**src/rtl/rat_pkg.sv**
```systemverilog
// Shared definitions for the rational ALU: op encodings, FSM states and
// the default operand width.
package rat_pkg;

   localparam int RAT_WIDTH = 32;

   typedef enum logic [1:0] {
      RAT_ADD = 2'b00,
      RAT_SUB = 2'b01,
      RAT_MUL = 2'b10,
      RAT_DIV = 2'b11
   } rat_op_e;

   typedef enum logic [2:0] {
      ST_IDLE = 3'd0,
      ST_P0   = 3'd1,
      ST_P1   = 3'd2,
      ST_P2   = 3'd3,
      ST_NORM = 3'd4,
      ST_OUT  = 3'd5
   } rat_state_e;

endpackage

```
**src/rtl/rat_smul.sv**
```systemverilog
// Combinational signed WIDTH x WIDTH -> 2*WIDTH multiplier. Kept as its own
// module so the single shared instance can later become a pipelined unit.
module rat_smul #(
   parameter int WIDTH = 32
) (
   input  logic signed [WIDTH-1:0]   a,
   input  logic signed [WIDTH-1:0]   b,
   output logic signed [2*WIDTH-1:0] p
);

   // Both operands are signed, so the product is sign-extended to 2*WIDTH.
   assign p = a * b;

endmodule

```
**src/rtl/rat_alu.sv**
```systemverilog
// Rational ALU: ADD/SUB/MUL/DIV on signed num/den pairs using one shared
// multiplier sequenced by a small FSM. Results are sign-normalised (positive
// denominator) but not gcd-reduced.
//
// Handshake: a transfer happens on a rising edge where valid && ready are
// both high. in_ready is high only in IDLE and never during rst; out_valid,
// s_num, s_den, div_zero and ovf are held stable from OUT until accepted.
module rat_alu
   import rat_pkg::*;
#(
   parameter int WIDTH     = RAT_WIDTH,
   parameter bit CHECK_OVF = 1'b1
) (
   input  logic             clk,
   input  logic             rst,
   input  logic             in_valid,
   output logic             in_ready,
   input  logic [1:0]       op,
   input  logic [WIDTH-1:0] l_num,
   input  logic [WIDTH-1:0] l_den,
   input  logic [WIDTH-1:0] r_num,
   input  logic [WIDTH-1:0] r_den,
   output logic             out_valid,
   input  logic             out_ready,
   output logic [WIDTH-1:0] s_num,
   output logic [WIDTH-1:0] s_den,
   output logic             div_zero,
   output logic             ovf,
   output rat_state_e       state_dbg
);

   localparam int PW = 2 * WIDTH;     // product width
   localparam int EW = 2 * WIDTH + 1; // normalisation width (sum/diff headroom)

   rat_state_e       state;
   rat_op_e          op_q;
   logic [WIDTH-1:0] l_num_q, l_den_q, r_num_q, r_den_q;
   logic [PW-1:0]    p0_q, p1_q, p2_q;

   logic [WIDTH-1:0] mul_a, mul_b;
   logic [PW-1:0]    prod;

   logic             is_addsub;
   logic [EW-1:0]    num_raw, den_raw, num_n, den_n;
   logic             den_zero, num_fit, den_fit;

   assign is_addsub = (op_q == RAT_ADD) || (op_q == RAT_SUB);
   assign in_ready  = (state == ST_IDLE) && !rst;
   assign state_dbg = state;

   // Select the multiplier operands for the product formed in this P state.
   always_comb begin
      mul_a = l_num_q;
      mul_b = r_den_q;
      case (state)
         ST_P0: begin
            mul_a = l_num_q;
            mul_b = (op_q == RAT_MUL) ? r_num_q : r_den_q;
         end
         ST_P1: begin
            mul_a = l_den_q;
            mul_b = (op_q == RAT_MUL) ? r_den_q : r_num_q;
         end
         ST_P2: begin
            mul_a = l_den_q;
            mul_b = r_den_q;
         end
         default: begin
            mul_a = l_num_q;
            mul_b = r_den_q;
         end
      endcase
   end

   rat_smul #(.WIDTH(WIDTH)) u_smul (
      .a (mul_a),
      .b (mul_b),
      .p (prod)
   );

   // Form the full-width numerator/denominator, move the sign onto the
   // numerator, and check both fit in signed WIDTH.
   always_comb begin
      num_raw = {p0_q[PW-1], p0_q};
      case (op_q)
         RAT_ADD: num_raw = {p0_q[PW-1], p0_q} + {p1_q[PW-1], p1_q};
         RAT_SUB: num_raw = {p0_q[PW-1], p0_q} - {p1_q[PW-1], p1_q};
         default: num_raw = {p0_q[PW-1], p0_q};
      endcase
      den_raw = is_addsub ? {p2_q[PW-1], p2_q} : {p1_q[PW-1], p1_q};
      if (den_raw[EW-1]) begin
         num_n = -num_raw;
         den_n = -den_raw;
      end else begin
         num_n = num_raw;
         den_n = den_raw;
      end
      den_zero = (den_raw == '0);
      // A value fits when every bit from the WIDTH sign position up matches.
      num_fit  = (num_n[EW-1:WIDTH-1] == '0) || (num_n[EW-1:WIDTH-1] == '1);
      den_fit  = (den_n[EW-1:WIDTH-1] == '0) || (den_n[EW-1:WIDTH-1] == '1);
   end

   // Sequencer: latch operands, form one product per P state, normalise,
   // then hold the result until downstream accepts it.
   always_ff @(posedge clk) begin
      if (rst) begin
         state     <= ST_IDLE;
         op_q      <= RAT_ADD;
         l_num_q   <= '0;
         l_den_q   <= '0;
         r_num_q   <= '0;
         r_den_q   <= '0;
         p0_q      <= '0;
         p1_q      <= '0;
         p2_q      <= '0;
         out_valid <= 1'b0;
         s_num     <= '0;
         s_den     <= '0;
         div_zero  <= 1'b0;
         ovf       <= 1'b0;
      end else begin
         case (state)
            ST_IDLE: begin
               if (in_valid) begin
                  op_q    <= rat_op_e'(op);
                  l_num_q <= l_num;
                  l_den_q <= l_den;
                  r_num_q <= r_num;
                  r_den_q <= r_den;
                  state   <= ST_P0;
               end
            end
            ST_P0: begin
               p0_q  <= prod;
               state <= ST_P1;
            end
            ST_P1: begin
               p1_q  <= prod;
               state <= is_addsub ? ST_P2 : ST_NORM;
            end
            ST_P2: begin
               p2_q  <= prod;
               state <= ST_NORM;
            end
            ST_NORM: begin
               if (den_zero) begin
                  s_num    <= '0;
                  s_den    <= '0;
                  div_zero <= 1'b1;
                  ovf      <= 1'b0;
               end else begin
                  s_num    <= num_n[WIDTH-1:0];
                  s_den    <= den_n[WIDTH-1:0];
                  div_zero <= 1'b0;
                  ovf      <= CHECK_OVF && !(num_fit && den_fit);
               end
               out_valid <= 1'b1;
               state     <= ST_OUT;
            end
            ST_OUT: begin
               if (out_ready) begin
                  out_valid <= 1'b0;
                  state     <= ST_IDLE;
               end
            end
            default: state <= ST_IDLE;
         endcase
      end
   end

endmodule

```
**config.mk**
```make
export PLATFORM = sky130hd
export DESIGN_NAME = rat_alu
export DESIGN_NICKNAME = d
export VERILOG_FILES = /design/src/rtl/rat_pkg.sv /design/src/rtl/rat_smul.sv /design/src/rtl/rat_alu.sv
export SDC_FILE = /design/constraint.sdc
export NUM_CORES = 2
export LEC_CHECK = 0
export BUFFER_PORTS_ARGS = -buffer_cell sky130_fd_sc_hd__buf_2
export CAP_MARGIN = 15
export CORE_UTILIZATION = 35
export CTS_BUF_LIST = sky130_fd_sc_hd__clkbuf_8
export DETAILED_ROUTE_END_ITERATION = 7
export GPL_ROUTABILITY_DRIVEN = 0
export SYNTH_ARGS = -nofsm -noshare
export SYNTH_HDL_FRONTEND = slang
export SYNTH_SLANG_ARGS = --single-unit
```
**constraint.sdc**
```tcl
create_clock -name clk -period 18.9 [get_ports clk]
set_input_delay 0 -clock clk [delete_from_list [all_inputs] [get_ports clk]]
set_output_delay 0 -clock clk [all_outputs]
set_load 0.02 [all_outputs]
```
==> flow_summary.yaml <==
sta:
  hold_viol_final: 0
  fmax_mhz: 86.2
  setup_violations: 0
  period_minus_slack_ps: 11600
  skew_ps: 26.8
  rsz0062_at_grt: "no"
  finalCritPeriodShare: 0.614
  fin_ws_ps: 7300
  fin_tns_setup_ps: 0
  worst_pin_slew_ps: 1250
  slew-limit-headroom: 0.166
  slew_viol_final: 0
die:
  die_w_um: 418
  io_pins: 205
  chipHeight_um: 418
  start_util: 0.353
  rows: 152
  die-area_um2: 175000
  core_area_um2: 172000
route:
  firstDrtPassIters: 6
  wl_mm: 214
  post_drt_wl_per_cell_um: 21.5
  drc: 0
  dr_total_vias: 53700
  avgViaCountPerCell: 5.41
  drtIter0Drc: 4879
  final_antenna_net_count: 0
cells_and_area:
  final_common_cell: "nand2_1"
  area_growth_pct: 11.9
  design_area_um2: 67800
  final_layout_size_suffix_gt1_frac: 0.0791
  fin_util: 0.395
  regArea_um2: 7850
  multi_input_area_um2: 47700
  fill_cells: 17200
  layout_common_cells: "nand2_1, fa_1, inv_1, nor2_1, a21oi_1"
  finalNetCount: 9030
synth:
  ys.warnings.count: 0
  synth.lib_cells_used.distinct: 114
  synth_top_area_share: 0.358
  synth_async_sr_flop_share: 0
  synthFlopType: "dfxtp_1"
  synth_seq_cells: 392
  synth_cells: 7344
  synth_top_area_cell: "fa_1"
  syn_nets: 8812
  syn_area_um2: 60600
  syn_avg_cell_area_um2: 8.25
  ys_seq_area_frac: 0.130
  synth_area_leaders: "fa_1, dfxtp_1, nand2_1"
  synth_edf_count: 0
global_routing:
  grt_pass1_vias: 55000
  gr-usage-all-layers: 0.243
  antenna_found_initial: 3
  grt_start_max_net_pins: 211
  overflow: 0
  grt_pass1_wl_mm: 327
setup_path:
  cp_slowest_stage_delay_ps: 940
  r2r_slack_ps: 7300
  r2r-end: "p0_q[63]"
  worst_path_max_delay_cell: "mux2i_1"
  cp-start-kind: "flop"
  cpMostUsedCell: "fa_1"
  reg2regPathDepth: 31
  endpoint_kind: "flop"
  path_class: "flop to flop"
  r2r_start: "state_dbg[1]"
  crit_required_ps: 19460
  critPathMaxFanout: 39
  arrival_ps: 12150
flow_run:
  max_cap_violations: 0
clock_tree:
  cts_max_level: 3
  cts_setup_buffers: 0
  cts_buffer_depth: 3
  clock-sinks: 392
  clk_pin_slew_ps: 60
  cts_tree: "done"
  clk_latency_ps: 740
  cts-root-buf: "clkbuf_8"
  cts_made_buffers: 70
worst_hold_path:
  hold_path.class: "primary input to flop"
  hold_depth: 4
  min_to: "r_num_q[5]"
  hold_start: "r_num[5]"
pwr:
  power_density_nw_per_um2: 114
  ir_drop_mv: 0.0774
  power_mw: 7.75
  power.leakage_nw: 30.6
place:
  dp_hpwl_mm: 162
  place_ws_ps: 7390
  io_buffers: 204
  postPlaceCellArea_um2: 64100
run_status:
  status: "finished clean"
## final cells by class
cell class                 instances  area share
multi-input combinational       5557       0.704
sequential                       392       0.116
timing repair buffer             544      0.0612
inverter                         997      0.0552
tap                             2310      0.0426
clock buffer                      87      0.0177
clock inverter                    37     0.00340
antenna                            9    0.000332
## cells in the mapped netlist (26+ instances only)
cell type	n
nand2_1	1359
buf_2	31
o31ai_1	36
o21ai_0	151
or3_1	41
nor2b_1	26
a22oi_1	63
nor2_1	810
ha_1	251
clkbuf_1	334
nor3_1	83
a31oi_1	37
nand4_1	44
a21o_1	65
nor4_1	30
xnor2_1	140
fa_1	1083
nand3_1	76
mux2i_1	135
nand2b_1	42
inv_1	996
o211ai_1	29
a211oi_1	35
a21oi_1	503
xor2_1	89
dfxtp_1	392
mux2_2	43
## state kept, by name (all words and copies together) (netlist names), 2 cells and up
register / cells
l_den_q: 32
l_num_q: 32
op_q: 2
p0_q: 64
p1_q: 64
p2_q: 64
r_den_q: 32
r_num_q: 32
s_den: 32
s_num: 32
state_dbg: 3
## cells by family after synthesis
group | Yosys count | synth area share
XOR/XNOR | 229 | 0.0331
buffers and inverters | 1395 | 0.0881
AND/OR/NAND/NOR | 2663 | 0.188
flip-flops | 392 | 0.130
adder cells (fa/ha/maj) | 1334 | 0.410
multiplexers | 179 | 0.0305
AO/OA/AOI/OAI | 1152 | 0.121
## worst max path at each step
stage / cells after the start / startpoint / endpoint
after CTS: 31 / state_dbg[1] / p0_q[63]
after global placement: 31 / state_dbg[1] / p0_q[63]
final: 31 / state_dbg[1] / p0_q[63]
after global routing: 31 / state_dbg[1] / p2_q[63]
after floorplan: 40 / op_q[1] / p0_q[63]
after detailed placement: 31 / state_dbg[1] / p0_q[63]
## worst max-delay path, delay by kind of cell, from the launching register on
family	cells	cell delay, ps
flip-flops	1	620
AND/OR/NAND/NOR	7	1110
adder cells (fa/ha/maj)	9	4290
multiplexers	1	940
AO/OA/AOI/OAI	11	3600
buffers and inverters	3	860
## timing repair
item / in CTS / in global routing
gates resized for setup: 0 / 0
hold buffers: 219 / 0
hold endpoints to repair: 144 / 0
## routing by layer
metal | up-vias | GRT usage | part of all wire
met2 | 2595 | 0.393 | 0.46
met5 | - | 0 | 0.000061
met4 | 2 | 0.127 | 0.060
li1 | 23800 | - | -
met1 | 26700 | 0.307 | 0.39
met3 | 590 | 0.0495 | 0.091
## through the flow
stage	hold WS, ps	std cells
6_report	61.4	9933
5_1_grt	50.0	9931
3_3_place_gp	245	9580
3_5_place_dp	249	9581
2_1_floorplan	136	7344
4_1_cts	1.62	9924
## where the power goes
part	internal, mW	total, mW	switching [mW]
clock network	0.434	0.835	0.400
logic	2.08	5.87	3.79
registers	0.914	1.04	0.122
(Power assumes the default switching activity.)
